==> config.mk <==
export PLATFORM = sky130hd
export DESIGN_NAME = des_round_key_sequencer
export DESIGN_NICKNAME = d
export VERILOG_FILES = /design/src/rtl/des_pkg.sv /design/src/rtl/des_key_expand_step.sv /design/src/rtl/des_round_key_sequencer.sv
export SDC_FILE = /design/constraint.sdc
export NUM_CORES = 2
export LEC_CHECK = 0
export CELL_PAD_IN_SITES_DETAIL_PLACEMENT = 2
export CELL_PAD_IN_SITES_GLOBAL_PLACEMENT = 2
export CORE_MARGIN = 2
export CORE_UTILIZATION = 45
export DETAILED_ROUTE_END_ITERATION = 8
export PLACE_DENSITY_LB_ADDON = 0.1
export REMOVE_ABC_BUFFERS = 1
export SETUP_SLACK_MARGIN = 0.3
export SYNTH_ARGS = -nofsm -noshare
export SYNTH_HDL_FRONTEND = slang
export SYNTH_HIERARCHICAL = 1
export SYNTH_SLANG_ARGS = --single-unit
==> constraint.sdc <==
create_clock -name clk -period 34.1 [get_ports clk]
set_input_delay 3.41 -clock clk [delete_from_list [all_inputs] [get_ports clk]]
set_output_delay 3.41 -clock clk [all_outputs]
set_load 0.02 [all_outputs]
==> src/rtl/des_pkg.sv <==
// -----------------------------------------------------------------------------
// des_pkg
//   Shared types and constant tables for the DES key schedule.
//   - des_key_t / round_key_t / half_key_t use MSB-first (ascending) bit
//     numbering, so bit 0 is the leftmost bit as in the DES tables.
//   - PC1_TAB / PC2_TAB hold zero-based source bit positions.
//   - SHIFTS holds the left-rotate amount applied before each round key.
//   - ks_state_t enumerates the sequencer FSM states.
// -----------------------------------------------------------------------------
package des_pkg;

   typedef logic [0:63] des_key_t;
   typedef logic [0:47] round_key_t;
   typedef logic [0:27] half_key_t;

   typedef enum logic [1:0] {
      IDLE   = 2'd0,
      EXPAND = 2'd1,
      READY  = 2'd2,
      SERVE  = 2'd3
   } ks_state_t;

   // Permuted choice 1: 64-bit key -> 56-bit C||D (parity bits dropped).
   localparam int PC1_TAB [56] = '{
      56, 48, 40, 32, 24, 16,  8,  0, 57, 49, 41, 33, 25, 17,
       9,  1, 58, 50, 42, 34, 26, 18, 10,  2, 59, 51, 43, 35,
      62, 54, 46, 38, 30, 22, 14,  6, 61, 53, 45, 37, 29, 21,
      13,  5, 60, 52, 44, 36, 28, 20, 12,  4, 27, 19, 11,  3
   };

   // Permuted choice 2: 56-bit C||D -> 48-bit round key.
   localparam int PC2_TAB [48] = '{
      13, 16, 10, 23,  0,  4,  2, 27, 14,  5, 20,  9,
      22, 18, 11,  3, 25,  7, 15,  6, 26, 19, 12,  1,
      40, 51, 30, 36, 46, 54, 29, 39, 50, 44, 32, 47,
      43, 48, 38, 55, 33, 52, 45, 41, 49, 35, 28, 31
   };

   // Left-rotate amount per round (rounds 1, 2, 9 and 16 rotate by one).
   localparam logic [1:0] SHIFTS [16] = '{
      2'd1, 2'd1, 2'd2, 2'd2, 2'd2, 2'd2, 2'd2, 2'd2,
      2'd1, 2'd2, 2'd2, 2'd2, 2'd2, 2'd2, 2'd2, 2'd1
   };

endpackage

==> src/rtl/des_key_expand_step.sv <==
// -----------------------------------------------------------------------------
// des_key_expand_step
//   One combinational step of the DES key schedule: rotate both halves left
//   and derive the round key through PC2.
// Ports
//   c, d       in   current 28-bit halves
//   shift      in   rotate amount (2'd2 rotates by two, anything else by one)
//   c_next     out  rotated C half
//   d_next     out  rotated D half
//   round_key  out  PC2 of the rotated halves
// -----------------------------------------------------------------------------
module des_key_expand_step
   import des_pkg::*;
(
   input  half_key_t  c,
   input  half_key_t  d,
   input  logic [1:0] shift,
   output half_key_t  c_next,
   output half_key_t  d_next,
   output round_key_t round_key
);

   logic [0:55] cd_next;

   // Ascending bit order: a left rotate moves bit 0 to the far end.
   assign c_next = (shift == 2'd2) ? {c[2:27], c[0:1]} : {c[1:27], c[0]};
   assign d_next = (shift == 2'd2) ? {d[2:27], d[0:1]} : {d[1:27], d[0]};

   assign cd_next = {c_next, d_next};

   for (genvar i = 0; i < 48; i++) begin : g_pc2
      assign round_key[i] = cd_next[PC2_TAB[i]];
   end

endmodule

==> src/rtl/des_round_key_sequencer.sv <==
// -----------------------------------------------------------------------------
// des_round_key_sequencer
//   Expands a DES key into 16 stored round keys (one per cycle) and serves
//   them to the round datapath, forward for encryption or reverse for
//   decryption. The stored schedule is reused until a new key is loaded.
// Ports
//   clk, rst    clock (rising edge) and asynchronous active-high reset
//   key_load    expand key_in; accepted while key_ready=1
//   key_in      64-bit DES key, MSB-first, parity bits ignored
//   key_ready   high in IDLE and READY
//   keys_valid  high while a complete schedule is stored
//   start       serve one block's schedule; accepted only in READY
//   decrypt     direction sampled with start (1 = K16..K1)
//   rk_valid    round_key/round_idx valid
//   rk_ack      datapath consumed the current key
//   round_key   current round key
//   round_idx   datapath round number 0..15 (direction independent)
//   done        one-cycle pulse after the last key is acknowledged
// -----------------------------------------------------------------------------
module des_round_key_sequencer
   import des_pkg::*;
#(
   parameter int ROUNDS = 16,
   parameter int RK_W   = 48
) (
   input  logic       clk,
   input  logic       rst,
   input  logic       key_load,
   input  des_key_t   key_in,
   output logic       key_ready,
   output logic       keys_valid,
   input  logic       start,
   input  logic       decrypt,
   output logic       rk_valid,
   input  logic       rk_ack,
   output round_key_t round_key,
   output logic [3:0] round_idx,
   output logic       done
);

   if (ROUNDS != 16 || RK_W != 48) begin : g_param_check
      $error("des_round_key_sequencer supports only ROUNDS=16 and RK_W=48");
   end

   ks_state_t   state;
   half_key_t   c_q, d_q;
   half_key_t   c_nx, d_nx;
   round_key_t  rk_nx;
   round_key_t  store [ROUNDS];
   logic [3:0]  e_q;
   logic        dec_q;
   logic [0:55] cd_pc1;
   logic [3:0]  r_nx;
   logic [3:0]  slot_nx;

   for (genvar i = 0; i < 56; i++) begin : g_pc1
      assign cd_pc1[i] = key_in[PC1_TAB[i]];
   end

   des_key_expand_step u_step (
      .c         (c_q),
      .d         (d_q),
      .shift     (SHIFTS[e_q]),
      .c_next    (c_nx),
      .d_next    (d_nx),
      .round_key (rk_nx)
   );

   assign key_ready = (state == IDLE) || (state == READY);

   // Next key to present; 15-r is the bitwise complement of a 4-bit r.
   assign r_nx    = round_idx + 4'd1;
   assign slot_nx = dec_q ? ~r_nx : r_nx;

   // NOTE: sequential state uses non-blocking assignments so every register
   // samples the pre-edge values regardless of statement order.
   always_ff @(posedge clk or posedge rst) begin
      if (rst) begin
         state      <= IDLE;
         c_q        <= '0;
         d_q        <= '0;
         e_q        <= '0;
         dec_q      <= 1'b0;
         keys_valid <= 1'b0;
         rk_valid   <= 1'b0;
         round_key  <= '0;
         round_idx  <= '0;
         done       <= 1'b0;
         // NOTE: the key store is deliberately reset so a reset leaves no
         // stale key material behind; this forces flops rather than RAM.
         store      <= '{default: '0};
      end else begin
         done <= 1'b0;
         case (state)
            IDLE, READY: begin
               // key_load has priority over start; start is simply dropped.
               if (key_load) begin
                  state      <= EXPAND;
                  {c_q, d_q} <= cd_pc1;
                  e_q        <= '0;
                  keys_valid <= 1'b0;
               end else if (start && (state == READY)) begin
                  state     <= SERVE;
                  dec_q     <= decrypt;
                  rk_valid  <= 1'b1;
                  round_idx <= '0;
                  round_key <= store[decrypt ? 4'd15 : 4'd0];
               end
            end
            EXPAND: begin
               c_q        <= c_nx;
               d_q        <= d_nx;
               store[e_q] <= rk_nx;
               e_q        <= e_q + 4'd1;
               if (e_q == 4'd15) begin
                  state      <= READY;
                  keys_valid <= 1'b1;
               end
            end
            SERVE: begin
               // rk_valid is always high in SERVE, so rk_ack alone is the handshake.
               if (rk_ack) begin
                  if (round_idx == 4'd15) begin
                     rk_valid <= 1'b0;
                     done     <= 1'b1;
                     state    <= READY;
                  end else begin
                     round_idx <= r_nx;
                     round_key <= store[slot_nx];
                  end
               end
            end
            default: state <= IDLE;
         endcase
      end
   end

endmodule
==> results.toml <==
[status]
status = "complete, no violations"

[routing]
drt_wl_total_mm = 150.3
viasPerCell = 6.533
vias = 29500
drc = 0
dr.pass1.iters = 5
ant_nets = 0
post_drt_wl_per_cell_um = 33.28
drt_iter0_drc = 2118

[clocking]
cts-root-buf = "clkbuf_16"
numCtsBuffers = 102
cts_tree = "done"
clk_latency_ns = 0.69
postCtsSetupRepairBufs = 0
cts_resized = 0
h-tree-depth = 3
clk_pin_slew_ns = 0.06
cts_max_path_buffers = 3
cts_sinks = 886
hold_buffers = 0

[yosys]
synth_edf_count = 0
synthesis.area_mm2 = 0.04346
synth_warnings = 6
syn_area_per_cell_um2 = 13.33
async_flop_share_pct = 100.0
syn-instance-count = 3260
ys.flop_type = "dfrtp_1"
ys_seq_area_share_pct = 51.02
ys_ff_latch = 886
ys_types = 59

[placement]
hpwl_mm = 79.43
place_area_mm2 = 0.04493
numPortBuffers = 117
gp_congestion = 0.7364

[job]
maxCapViolCount = 0

[global_routing]
grt_pass1_vias = 33720
grt_pass1_wl_mm = 226.5
grt-ovfl-total = 0
antenna_found_initial = 3
grtUsageTotal_pct = 30.67
grt_max_degree = 182

[timing]
grt_setup_unrepaired = "false"
worst_pin_slew_ns = 1.265
holdWs_ns = 0.4883
fin_crit_ns = 7.559
hold_viol_final = 0
fin_crit_sh_pct = 22.17
fin_skew_ns = 0.02675
drv_slew = 0
final.setup.tns_ns = 0
setup-violations-final = 0
relSlewSlack_pct = 15.64
fmax_mhz = 132.3

[power]
peakVddDrop_uv = 73.08
pwr_density_cell_mw_per_mm2 = 123.5
power.leakage_nw = 20.84

[critical_path]
crit_family = "buffers and inverters"
setup.worst_path.class = "primary input to async pin"
crit_start = "rst"
max_stage_delay_ns = 0.95
path_cells = "clkdlybuf4s50_1, inv_8, buf_12, buf_12, buf_4, buf_4"
crit_slowest_cell = "buf_4"
arrival_ns = 8.24
start_kind = "primary input"
required_ns = 34.78
r2r-start = "round_idx[0]$_DFFE_PP0P_"
critPathMaxFanout = 181
end_kind = "async pin"
cp.buffers_inverters = 6

[floorplanning]
std_cell_rows = 113
die-area_mm2 = 0.09907
die_h_um = 314.8
ioPinCount = 126
start_util_pct = 45.60
die_w_um = 314.8
core_area_mm2 = 0.09529

[min_path]
hp-class = "flop to flop"
hp-start = "keys_valid$_DFFE_PP0P_"

[final_layout]
drive_above_1_share_pct = 37.20
diodes = 0
finalNetCount = 3254
fin_area_mm2 = 0.04817
syn2layout_area_growth_pct = 10.84
cell families after synthesis:
group,count (synthesis),synth area share (%)
buffers and inverters,367,4.658
and+or+nand+nor,323,3.328
AOI/OAI and AO/OA,580,9.219
muxes,1091,31.44
DFF,886,51.02
xor gates and xnor gates,6,0.1382
adders and majority gates,7,0.2015
through the flow:
step / cells / util (%) / setup slack (ns) / power [W]
global placement: 4338 / 47.15 / 26.02 / 0.004619
global route: 4515 / 50.55 / 26.01 / 0.006266
floorplan: 2897 / - / 5.786 / 0.003815
CTS: 4515 / 50.55 / 26.47 / 0.005956
detailed placement: 4338 / 47.15 / 25.77 / 0.004827
finish: 4515 / 50.55 / 26.54 / 0.005950
where the power goes:
part / internal (W) / leakage, nW / switching (W)
Sequential: 0.00154 / 11.4 / 0.000384
Combinational: 0.00122 / 7.89 / 0.00172
Clock: 0.000632 / 1.59 / 0.000449
placed cells by master, fill, tap and decap left out, types with 57 or more instances in the layout:
cell             count
clkdlybuf4s50_1    116
o22ai_1            222
a22oi_1             58
clkbuf_16          105
nand2_1            214
mux2_2             801
mux4_2             121
dfrtp_1            884
buf_4               58
mux2i_1            127
o21ai_0             57
final timing paths:
path / end / slack, ns / cells past startpoint
worst max-delay path: store[268]$_DFFE_PP0P_ / 26.54 / 6
max in group clk: key_ready / 28.65 / 2
worst max register to register: round_key[29]$_DFFE_PP0P_ / 29.00 / 10
min in group asynchronous: c_q[17]$_DFFE_PP0P_ / 3.28 / 2
worst min register to register: keys_valid$_DFFE_PP0P_ / 0.49 / 1
worst min-delay path: keys_valid$_DFFE_PP0P_ / 0.49 / 1
sequential cells by signal, indices dropped and copies added, names as in the netlist, 2 cells and up:
register and cells:
d_q 28, c_q 28, store 768, round_key 48, e_q 4, state 2
round_idx 4
synth_stat cells (all sizes together) (2+ instances only):
master    n  area (µm²)
o22ai   222        1389
o221ai   47       411.6
clkbuf  111       427.9
nor2     22       87.58
nor2b    11       86.34
nand2   215       807.0
a21o      2       15.01
and3b     2       17.52
nand2b   49       306.5
inv       4       15.01
nand3    11       55.05
o22a      2       17.52
xor2      3       33.79
ha        7       87.58
and3      3       18.77
o211ai   47       352.8
a221oi   37       324.1
o311ai   46       402.9
o21ai    99       503.0
a21oi     8       43.79
buf     252        1582
xnor2     3       26.28
mux4    121        2725
mux2    841        9620
nand4     2       12.51
a22oi    58       435.4
nor3b     2       15.01
mux2i   129        1316
a22o      5       43.79
nor3      2       10.01
dfrtp   886       22170
routing by layer:
| layer | up-vias | track usage (%) | wire [µm] | part of all wire (%) |
|---|---|---|---|---|
| li1 | 12060 | - | - | - |
| met1 | 16340 | 40.95 | 64970 | 43 |
| met2 | 771 | 51.97 | 74890 | 50 |
| met3 | 325 | 3.592 | 5095 | 3.4 |
| met4 | 2 | 10.48 | 5289 | 3.5 |
| met5 | - | 0 | 13 | 0.0087 |
area by class of cell:
class	count	area [µm²]
Inverter	4	22.52
Timing Repair Buffer	176	1637
Multi-Input combinational cell	2007	19510
Tap cell	1265	1583
Clock inverter	21	236.5
Clock buffer	156	2999
Sequential cell	886	22180
Fill cell	8834	47130
No activity file was read; power rests on OpenSTA's default activity.
==> edit: new RTL, same settings <==
Add an input register stage for `key_load`, cleared by the reset; this delays it by one clock. The other inputs are not delayed to match.
--- a/src/rtl/des_round_key_sequencer.sv
+++ b/src/rtl/des_round_key_sequencer.sv
@@ -37,6 +37,16 @@
    output logic [3:0] round_idx,
    output logic       done
 );
+
+   logic key_load_q;
+
+   always_ff @(posedge clk or posedge rst) begin
+      if (rst) begin
+         key_load_q <= '0;
+      end else begin
+         key_load_q <= key_load;
+      end
+   end
 
    if (ROUNDS != 16 || RK_W != 48) begin : g_param_check
       $error("des_round_key_sequencer supports only ROUNDS=16 and RK_W=48");
@@ -94,7 +104,7 @@
          case (state)
             IDLE, READY: begin
                // key_load has priority over start; start is simply dropped.
-               if (key_load) begin
+               if (key_load_q) begin
                   state      <= EXPAND;
                   {c_q, d_q} <= cd_pc1;
                   e_q        <= '0;
Function: changed (Yosys sat finds a counterexample within 4 cycles, from zero or initial values and one cycle with rst high).
==> edit against the unedited design <==
  * Cell area is 2.3% higher
  * Clock skew is 0.0014 ns lower
  * Hold slack better by 0.012 ns
  * First-iteration DRC count is 12% lower
  * Clock power is 5% higher
  * Power is 2.3% higher
  * Synthesized area is 1.7% higher
  * Worst setup slack worse by 0.13 ns
  * Die area is 1.7% higher
  * Sequential cell count is 1 higher
  * Largest cell class unchanged
  * Routed wire length is 3.6% higher
==> edit: results <==
group,metric,value,unit
sta,finalCritPeriodShare,22.5,%
power,combPwrFrac,49.4,%
synth,synth_compound_area_share,8.30,%
global_routing,grt_usage,31.2,%
global_routing,grt_max_degree,175,
detailed_routing,drt_iter0_drc,1862,
synth,postSynthAreaPerCell,13.3,um2
power,leakagePower,20.5,nW
layout,final_layout_size_suffix_gt1_share,40.7,%
synth,synth_common_cells,"mux2_2, dfrtp_1, o22ai_1",
placed_design,dp.cells,4417,
detailed_routing,post_drt_wl_per_cell,33.8,um
setup_path,cp-endpoint,"store[718]$_DFFE_PP0P_",
power,pg_comb,3.01,mW
synth,synth_cell_types,53,
sta,whs,0.500,ns
placed_design,dpl_cell_area,45800,um2
global_routing,antenna_found_initial,2,
setup_path,rr_worst_depth,7,
sta,setup_viol,0,
sta,tightest_slew,1.18,ns
sta,skew,0.0253,ns
global_routing,grt_pass1_wl,231000,um
setup_path,max_stage_delay,0.91,ns
power,peakVddDrop,0.0675,mV
run_status,status,"completed",
detailed_routing,vias,30180,
synth,synth_fa_ha_area_share,0.198,%
hold_path,holdPathStages,2,
detailed_routing,drtPass1Iterations,7,
global_routing,grt_pass1_vias,34044,
setup_path,r2r_start,"round_idx[0]$_DFFE_PP0P_",
hold_path,hold_path.startpoint,"d_q[1]$_DFFE_PP0P_",
synth,muxShareOfSynthArea,32.7,%
hold_path,holdPathEnd,"d_q[1]$_DFFE_PP0P_",
cts,cts_buffers,103,
setup_path,cp.arrival,8.35,ns
setup_path,crit_fanout,126,
setup_path,startpoint,"rst",
placed_design,pre_cts_ws,25.53,ns
synth,yosysSeqAreaShare,50.2,%
cts,cts_buffer_depth,3,
power,power.switching,2.55,mW
power,clkPwrFrac,18.6,%
synth,synth_area_leaders,"dfrtp_1, mux2_2, mux4_2",
layout,fin_nets,3323,
setup_path,crit-reg2reg-capture,"round_key[18]$_DFFE_PP0P_",
layout,n_fill_cell,8997,
placed_design,dp_hpwl,84800,um
layout,fin_cells,4609,
placed_design,numPortBuffers,117,
setup_path,reg2reg_slack,29.06,ns
placed_design,gp_congestion,0.754,
synth,synth-xor-area-share,0.232,%
edit: changes by cell type in the layout (fill, tap and decap cells not counted), sizes merged, moves of 48 or more:
cell   unedited run  this run
a21oi             8       106
a22oi            58         1
a31oi             0        48
mux2            841       960
mux2i           129        76
nand2           215       133
o21ai            99         6
edit: final cells by class:
class                   count  area (um2)  area share, %
inverters                   6        30.0         0.0609
clock buffers             175        3290           6.68
diodes                      1        2.50        0.00508
well taps                1276        1600           3.24
repair buffers            184        1680           3.42
clock inverters            16         174          0.353
flip-flops and latches    887       22200           45.1
multi-input cells        2064       20300           41.2
edit: worst max-delay path: cells and delay by family:
| kind | cells | cell delay [ns] |
|---|---|---|
| buffers and inverters | 6 | 4.70 |
edit: metal layers:
| metal | GRT usage (%) | up-vias | share of wire [%] |
|---|---|---|---|
| li1 | - | 12363 | - |
| met1 | 42.0 | 16649 | 43 |
| met2 | 52.4 | 863 | 49 |
| met3 | 4.29 | 305 | 4.3 |
| met4 | 9.62 | 0 | 3.0 |
| met5 | 0 | - | 0 |
